===== config.mk =====
export PLATFORM = sky130hd
export DESIGN_NAME = mem_arbiter
export DESIGN_NICKNAME = d
export VERILOG_FILES = /design/src/rtl/cbd_pkg.sv /design/src/rtl/rr_arb2.sv /design/src/rtl/mem_arbiter.sv
export SDC_FILE = /design/constraint.sdc
export NUM_CORES = 1
export LEC_CHECK = 0
export CAP_MARGIN = 5
export CORE_AREA = 2 2 291 293
export DETAILED_ROUTE_END_ITERATION = 10
export DIE_AREA = 0 0 293 295
export DONT_BUFFER_PORTS = 1
export GPL_ROUTABILITY_DRIVEN = 0
export GPL_TIMING_DRIVEN = 0
export PLACE_DENSITY = 0.36
export SLEW_MARGIN = 25
export SYNTH_ARGS = -nofsm -noshare
export SYNTH_HDL_FRONTEND = slang
export SYNTH_SLANG_ARGS = --single-unit

===== constraint.sdc =====
create_clock -name clk -period 3.1 [get_ports clk]
set_input_delay 0.62 -clock clk [delete_from_list [all_inputs] [get_ports clk]]
set_output_delay 0.62 -clock clk [all_outputs]
set_load 0.03 [all_outputs]

===== src/rtl/cbd_pkg.sv =====
`default_nettype none
// ============================================================================
//  Module      : cbd_pkg
//  Description : Shared widths and enums for the instruction/data memory
//                arbiter: default address/line widths, FSM states, owners.
//  Revision    : 1.0  initial release
// ============================================================================
package cbd_pkg;

  localparam int ADDR_W_DEF = 32;
  localparam int LINE_W_DEF = 128;
  // Byte offset bits inside one line (16-byte lines).
  localparam int LINE_OFS_W = 4;

  typedef enum logic [1:0] {
    IDLE = 2'd0,
    BUSY = 2'd1,
    RESP = 2'd2
  } state_t;

  typedef enum logic {
    OWN_I = 1'b0,
    OWN_D = 1'b1
  } owner_t;

endpackage
`default_nettype wire


===== src/rtl/rr_arb2.sv =====
`default_nettype none
// ============================================================================
//  Module      : rr_arb2
//  Description : Two-way round-robin grant. Holds the last-granted owner;
//                on a tie the side not granted last wins.
//  Revision    : 1.0  initial release
// ============================================================================
module rr_arb2
  import cbd_pkg::*;
(
  input  logic   clk,
  input  logic   rst,
  input  logic   en,
  input  logic   req_i,
  input  logic   req_d,
  input  logic   upd,
  input  owner_t upd_owner,
  output logic   gnt_i,
  output logic   gnt_d
);

  owner_t r_last;
  logic   w_pick_d;

  // Last-granted owner; resets to data so the first tie goes to instruction.
  always_ff @(posedge clk or negedge rst) begin
    if (!rst) begin
      r_last <= OWN_D;
    end else if (upd) begin
      r_last <= upd_owner;
    end
  end

  // Data wins when it is the only requester or when instruction went last.
  always_comb begin
    w_pick_d = req_d && (!req_i || (r_last == OWN_I));
  end

  assign gnt_d = en && w_pick_d;
  assign gnt_i = en && req_i && !w_pick_d;

endmodule
`default_nettype wire


===== src/rtl/mem_arbiter.sv =====
`default_nettype none
// ============================================================================
//  Module      : mem_arbiter
//  Description : Shares one fixed-latency line memory between an instruction
//                read port and a data read/write port. One transaction at a
//                time: IDLE (grant) -> BUSY (MEM_LAT cycles) -> RESP (pulse).
//  Revision    : 1.0  initial release
// ============================================================================
module mem_arbiter
  import cbd_pkg::*;
#(
  parameter int ADDR_W  = ADDR_W_DEF,
  parameter int LINE_W  = LINE_W_DEF,
  parameter int MEM_LAT = 4
) (
  input  logic                         clk,
  input  logic                         rst,
  input  logic                         i_req_valid,
  input  logic [ADDR_W-1:0]            i_req_addr,
  output logic                         i_req_ready,
  output logic                         i_rsp_valid,
  output logic [LINE_W-1:0]            i_rsp_data,
  input  logic                         d_req_valid,
  input  logic                         d_req_we,
  input  logic [ADDR_W-1:0]            d_req_addr,
  input  logic [LINE_W-1:0]            d_req_wdata,
  output logic                         d_req_ready,
  output logic                         d_rsp_valid,
  output logic [LINE_W-1:0]            d_rsp_data,
  output logic                         mem_en,
  output logic                         mem_we,
  output logic [ADDR_W-LINE_OFS_W-1:0] mem_addr,
  output logic [LINE_W-1:0]            mem_wdata,
  input  logic [LINE_W-1:0]            mem_rdata
);

  // Counter preload: BUSY lasts this value + 1 cycles.
  localparam logic [3:0] c_lat_m1 = 4'(MEM_LAT - 1);

  state_t                         r_state;
  owner_t                         r_owner;
  logic                           r_we;
  logic [ADDR_W-LINE_OFS_W-1:0]   r_addr;
  logic [LINE_W-1:0]              r_wdata;
  logic [3:0]                     r_cnt;
  logic                           r_mem_en;
  logic                           r_mem_we;
  logic                           r_i_rsp_valid;
  logic                           r_d_rsp_valid;
  logic [LINE_W-1:0]              r_i_rsp_data;
  logic [LINE_W-1:0]              r_d_rsp_data;

  logic w_arb_en;
  logic w_gnt_i;
  logic w_gnt_d;
  logic w_hs;
  logic w_resp;
  logic w_unused;

  // Grants only exist in IDLE; rst is folded in so ready drops the moment
  // reset is asserted, not at the next edge.
  assign w_arb_en = rst && (r_state == IDLE);
  assign w_resp   = (r_state == RESP);

  rr_arb2 u_rr (
    .clk       (clk),
    .rst       (rst),
    .en        (w_arb_en),
    .req_i     (i_req_valid),
    .req_d     (d_req_valid),
    .upd       (w_resp),
    .upd_owner (r_owner),
    .gnt_i     (w_gnt_i),
    .gnt_d     (w_gnt_d)
  );

  assign w_hs = w_gnt_i || w_gnt_d;

  // Line-aligned access: the byte offset within a line is never used.
  assign w_unused = ^{i_req_addr[LINE_OFS_W-1:0], d_req_addr[LINE_OFS_W-1:0]};

  // Transaction FSM: latch the winner, hold the memory port for MEM_LAT
  // cycles, capture the returned line, then pulse the owner's response.
  always_ff @(posedge clk or negedge rst) begin
    if (!rst) begin
      r_state       <= IDLE;
      r_owner       <= OWN_I;
      r_we          <= 1'b0;
      r_addr        <= '0;
      r_wdata       <= '0;
      r_cnt         <= 4'd0;
      r_mem_en      <= 1'b0;
      r_mem_we      <= 1'b0;
      r_i_rsp_valid <= 1'b0;
      r_d_rsp_valid <= 1'b0;
      r_i_rsp_data  <= '0;
      r_d_rsp_data  <= '0;
    end else begin
      r_i_rsp_valid <= 1'b0;
      r_d_rsp_valid <= 1'b0;
      case (r_state)
        IDLE: begin
          if (w_hs) begin
            r_owner  <= w_gnt_d ? OWN_D : OWN_I;
            r_we     <= w_gnt_d && d_req_we;
            r_addr   <= w_gnt_d ? d_req_addr[ADDR_W-1:LINE_OFS_W]
                                : i_req_addr[ADDR_W-1:LINE_OFS_W];
            r_wdata  <= w_gnt_d ? d_req_wdata : '0;
            r_cnt    <= c_lat_m1;
            r_mem_en <= 1'b1;
            r_mem_we <= w_gnt_d && d_req_we;
            r_state  <= BUSY;
          end
        end
        BUSY: begin
          if (r_cnt == 4'd0) begin
            r_mem_en <= 1'b0;
            r_mem_we <= 1'b0;
            r_state  <= RESP;
            if (r_owner == OWN_I) begin
              r_i_rsp_valid <= 1'b1;
              r_i_rsp_data  <= mem_rdata;
            end else begin
              r_d_rsp_valid <= 1'b1;
              r_d_rsp_data  <= r_we ? '0 : mem_rdata;
            end
          end else begin
            r_cnt <= r_cnt - 4'd1;
          end
        end
        RESP: begin
          r_state <= IDLE;
        end
        default: begin
          r_state <= IDLE;
        end
      endcase
    end
  end

  assign i_req_ready = w_gnt_i;
  assign d_req_ready = w_gnt_d;
  assign i_rsp_valid = r_i_rsp_valid;
  assign d_rsp_valid = r_d_rsp_valid;
  assign i_rsp_data  = r_i_rsp_data;
  assign d_rsp_data  = r_d_rsp_data;
  assign mem_en      = r_mem_en;
  assign mem_we      = r_mem_we;
  assign mem_addr    = r_addr;
  assign mem_wdata   = r_wdata;

endmodule
`default_nettype wire


==> flow_summary.yaml, run 1 <==
synthesis:
  synth_area_leader_cell: "dfrtp_1"
  yosysMostFrequentCell: "dfrtp_1"
  synth_mux_area_frac: 0.171
  syn-mean-instance-area_um2: 14.3
  syn_nets: 1513
  synth_top_family_by_area: "multiplexers"
  synth-simple-area-share: 0.0627
  synth_ff_type: "dfrtp_1"
  synth_xor_area_frac: 0
  syn-cell-area_um2: 17000
  synth_common_cells: "dfrtp_1 (424), mux2_2 (156), a22o_1 (129), nor2b_1 (129), mux2_1 (100)"
  synth_adder_area_share: 0.00147
  seq_area_frac_synth: 0.625
  ys_ff_latch: 425
  yosys_warnings: 0
  synth_top_area_share: 0.624
  synth_compound_area_frac: 0.0989
  synth_edf_count: 0
  ys_async_sr_fraction: 1.00
  yosys.cell_types.count: 39
  ys_top_cells_by_area: "dfrtp_1 (62%), mux2_2 (10%), a22o_1 (6.6%), mux2_1 (6.6%), nor2b_1 (4.7%)"
  synth_cells: 1186
placement:
  post_dp_cell_area_um2: 18400
  hpwl_um: 45200
  pre_cts_ws_ns: 0.191
  place.port_buffers: 0
die:
  rows: 106
  die-height_um: 295
  ios: 743
  coreArea_um2: 83200
  die_w_um: 293
  dieArea_um2: 86400
  start_util: 0.205
final_layout:
  area_growth_pct: 18.3
  final_area_um2: 20100
  multi_input_area_um2: 5680
  final_layout_size_suffix_gt1_frac: 0.241
  regArea_um2: 10600
  fillers: 8726
  nNetsFinal: 1566
detailed_routing:
  drt_iter0_markers: 398
  vias_per_cell: 4.31
  wirelength_um: 60600
  wl_per_cell_um: 25.6
  route.detailed.drc: 0
  ant_nets: 0
  dr.pass1.iters: 5
  via_count: 10200
timing:
  worst_slack_ns: 0.283
  final.setup.tns_ns: 0
  fin_crit_sh: 0.909
  rsz0062_at_grt: "no"
  hold_viol: 424
  whs_ns: -0.256
  finalCriticalPeriod_ns: 2.82
  worst_pin_slew_ns: 0.830
  setup_violations: 0
  finalClockSkew_ns: 0.0103
  clock.fmax_ghz: 0.355
  drv_slew: 0
  max_slew_margin: 0.446
outcome:
  violations: "negative hold slack"
  outcome: "finished with violations"
worst_setup_path:
  max_stage_delay_ns: 0.42
  startpoint: "r_state[1]$_DFFE_PN0P_"
  worstSetupPathType: "flip-flop to primary output"
  critPathCaptureType: "primary output"
  r2r_slack_ns: 0.81
  crit_path_end: "d_req_ready"
  r2r-end: "d_rsp_data[111]$_DFFE_PN0P_"
  cp_slowest_cell: "dfrtp_1"
  cp_max_fo: 10
  cp_common_cell: "buf_2"
  r2r-start: "r_we$_DFFE_PN0P_"
  crit_required_ns: 2.48
  rr_worst_depth: 4
  cp.arrival_ns: 2.20
  crit_chain: "or3b_1 > buf_2 > nor2_4 > buf_2"
  startpoint_type: "flip-flop"
global_route:
  grtUsageTotal: 0.135
  antenna_found_initial: 10
  grt_pass1_wl_um: 85300
  grt_overflow: 0
  grt_pass1_vias: 11200
  grt_max_degree: 428
clocking:
  clock_latency_ns: 0.58
  cts_root_buffer: "clkbuf_16"
  clk_path_buf_depth: 3
  cts_tree: "done"
  cts_made_buffers: 51
  path_clk_slew_ns: 0.06
  clock_sinks: 425
  htree_levels: 2
power_and_ir_drop:
  ir_worst_vdd_uv: 591
  power_leakage_nw: 8.73
  powerDensity_nw_per_um2: 1330
  power.total_mw: 26.7
run:
  drv_cap: 0
min_path:
  hp-class: "primary input to asynchronous set/reset pin"
-- layer usage --
| metal | vias up | track usage | part of all wire |
|---|---|---|---|
| met1 | 5126 | 0.132 | 0.32 |
| met2 | 578 | 0.243 | 0.52 |
| met5 | - | 0 | 0.0013 |
| met3 | 107 | 0.0714 | 0.13 |
| met4 | 12 | 0.0454 | 0.031 |
| li1 | 4363 | - | - |
-- final cells by class --
type | count | area share
antenna | 8 | 0.000995
buffer | 93 | 0.0335
clock buffer | 70 | 0.0746
clock inverter | 22 | 0.0114
inverter | 6 | 0.00112
multi-input combinational | 662 | 0.282
sequential | 425 | 0.529
tap | 1080 | 0.0672
-- cells by family after synthesis --
family,count (synthesis)
buffers and inverters,99
multiplexers,258
adder cells (fa/ha/maj),2
flip-flops,425
AND/OR/NAND/NOR,176
AO/OA/AOI/OAI,226
-- sequential cells by signal, indices dropped and copies added (netlist names) --
register,cells
i_rsp_valid,1
mem_en,1
d_rsp_valid,1
u_rr.r_last,1
d_rsp_data,128
r_we,1
mem_addr,28
r_owner,1
r_state,2
r_cnt,4
mem_we,1
mem_wdata,128
i_rsp_data,128
-- worst max-delay path: cells and delay by family (launching register included) --
kind                   cells  cell delay, ns
DFF                        1            0.42
buffers and inverters      2            0.58
and+or+nand+nor            2            0.60
-- cell usage in the layout, fill, tap and decap left out, types with 2 or more instances in the layout --
master | Yosys | final
a21oi_1 | 30 | 29
clkbuf_8 | 0 | 11
o21ai_0 | 23 | 23
a21o_1 | 2 | 2
buf_4 | 6 | 6
a22o_1 | 129 | 129
diode_2 | 0 | 8
inv_1 | 6 | 6
nor2_1 | 3 | 3
clkinvlp_4 | 0 | 3
clkbuf_1 | 35 | 40
o21ai_1 | 7 | 7
nor2b_1 | 129 | 129
buf_1 | 3 | 3
dfrtp_1 | 424 | 424
a31oi_1 | 30 | 30
clkbuf_16 | 0 | 53
inv_6 | 0 | 2
mux2i_1 | 2 | 2
bufinv_16 | 0 | 4
nand3_1 | 31 | 31
buf_2 | 17 | 17
clkbuf_2 | 1 | 2
ha_1 | 2 | 2
buf_8 | 10 | 10
mux2_2 | 156 | 156
clkinv_2 | 0 | 12
buf_6 | 20 | 20
nand2_1 | 4 | 4
mux2_1 | 100 | 100
-- timing repair --
action,4_1_cts,5_1_grt
resized for setup,1,0
buffers inserted,0,0
endpoints found under the hold margin,424,424
setup endpoints to repair,1,0
-- through the flow --
stage	utilization	instances
6_report	0.242	2366
3_3_place_gp	0.221	2266
5_1_grt	0.242	2362
3_5_place_dp	0.221	2266
2_1_floorplan	-	1186
4_1_cts	0.242	2358
-- power by group --
part | internal, mW | leakage, nW | switching (mW)
logic | 2.45 | 2.66 | 2.04
clock network | 3.71 | 0.856 | 2.45
registers | 8.15 | 5.22 | 7.87
-- worst min path at each step --
stage,start,slack [ns],to
after floorplan,rst,0.32,d_rsp_data[0]$_DFFE_PN0P_
after global placement,rst,0.34,d_rsp_data[49]$_DFFE_PN0P_
after detailed placement,rst,0.33,d_rsp_data[51]$_DFFE_PN0P_
after CTS,rst,-0.31,i_rsp_data[110]$_DFFE_PN0P_
after global routing,rst,-0.30,i_rsp_data[61]$_DFFE_PN0P_
final,rst,-0.26,i_rsp_data[61]$_DFFE_PN0P_
Power figures use the tool's default switching activity.
==> run 2, diff against run 1 <==
==> constraint.sdc (replaced) <==
create_clock -name clk -period 3.05 [get_ports clk]
set_input_delay 0.61 -clock clk [delete_from_list [all_inputs] [get_ports clk]]
set_output_delay 0.61 -clock clk [all_outputs]
set_load 0.03 [all_outputs]
==> results of run 2 <==
Same layout as run 1 (identical final DEF). Status: finished with violations: negative hold slack.
Among the figures that moved: setup slack after placement 0.191 ns -> 0.161 ns; setup slack after layout 0.283 ns -> 0.243 ns; hold slack -0.256 ns -> -0.266 ns; register-to-register setup slack 0.81 ns -> 0.76 ns; total power 26.7 mW -> 27.1 mW; worst IR drop on VDD 591 uV -> 601 uV
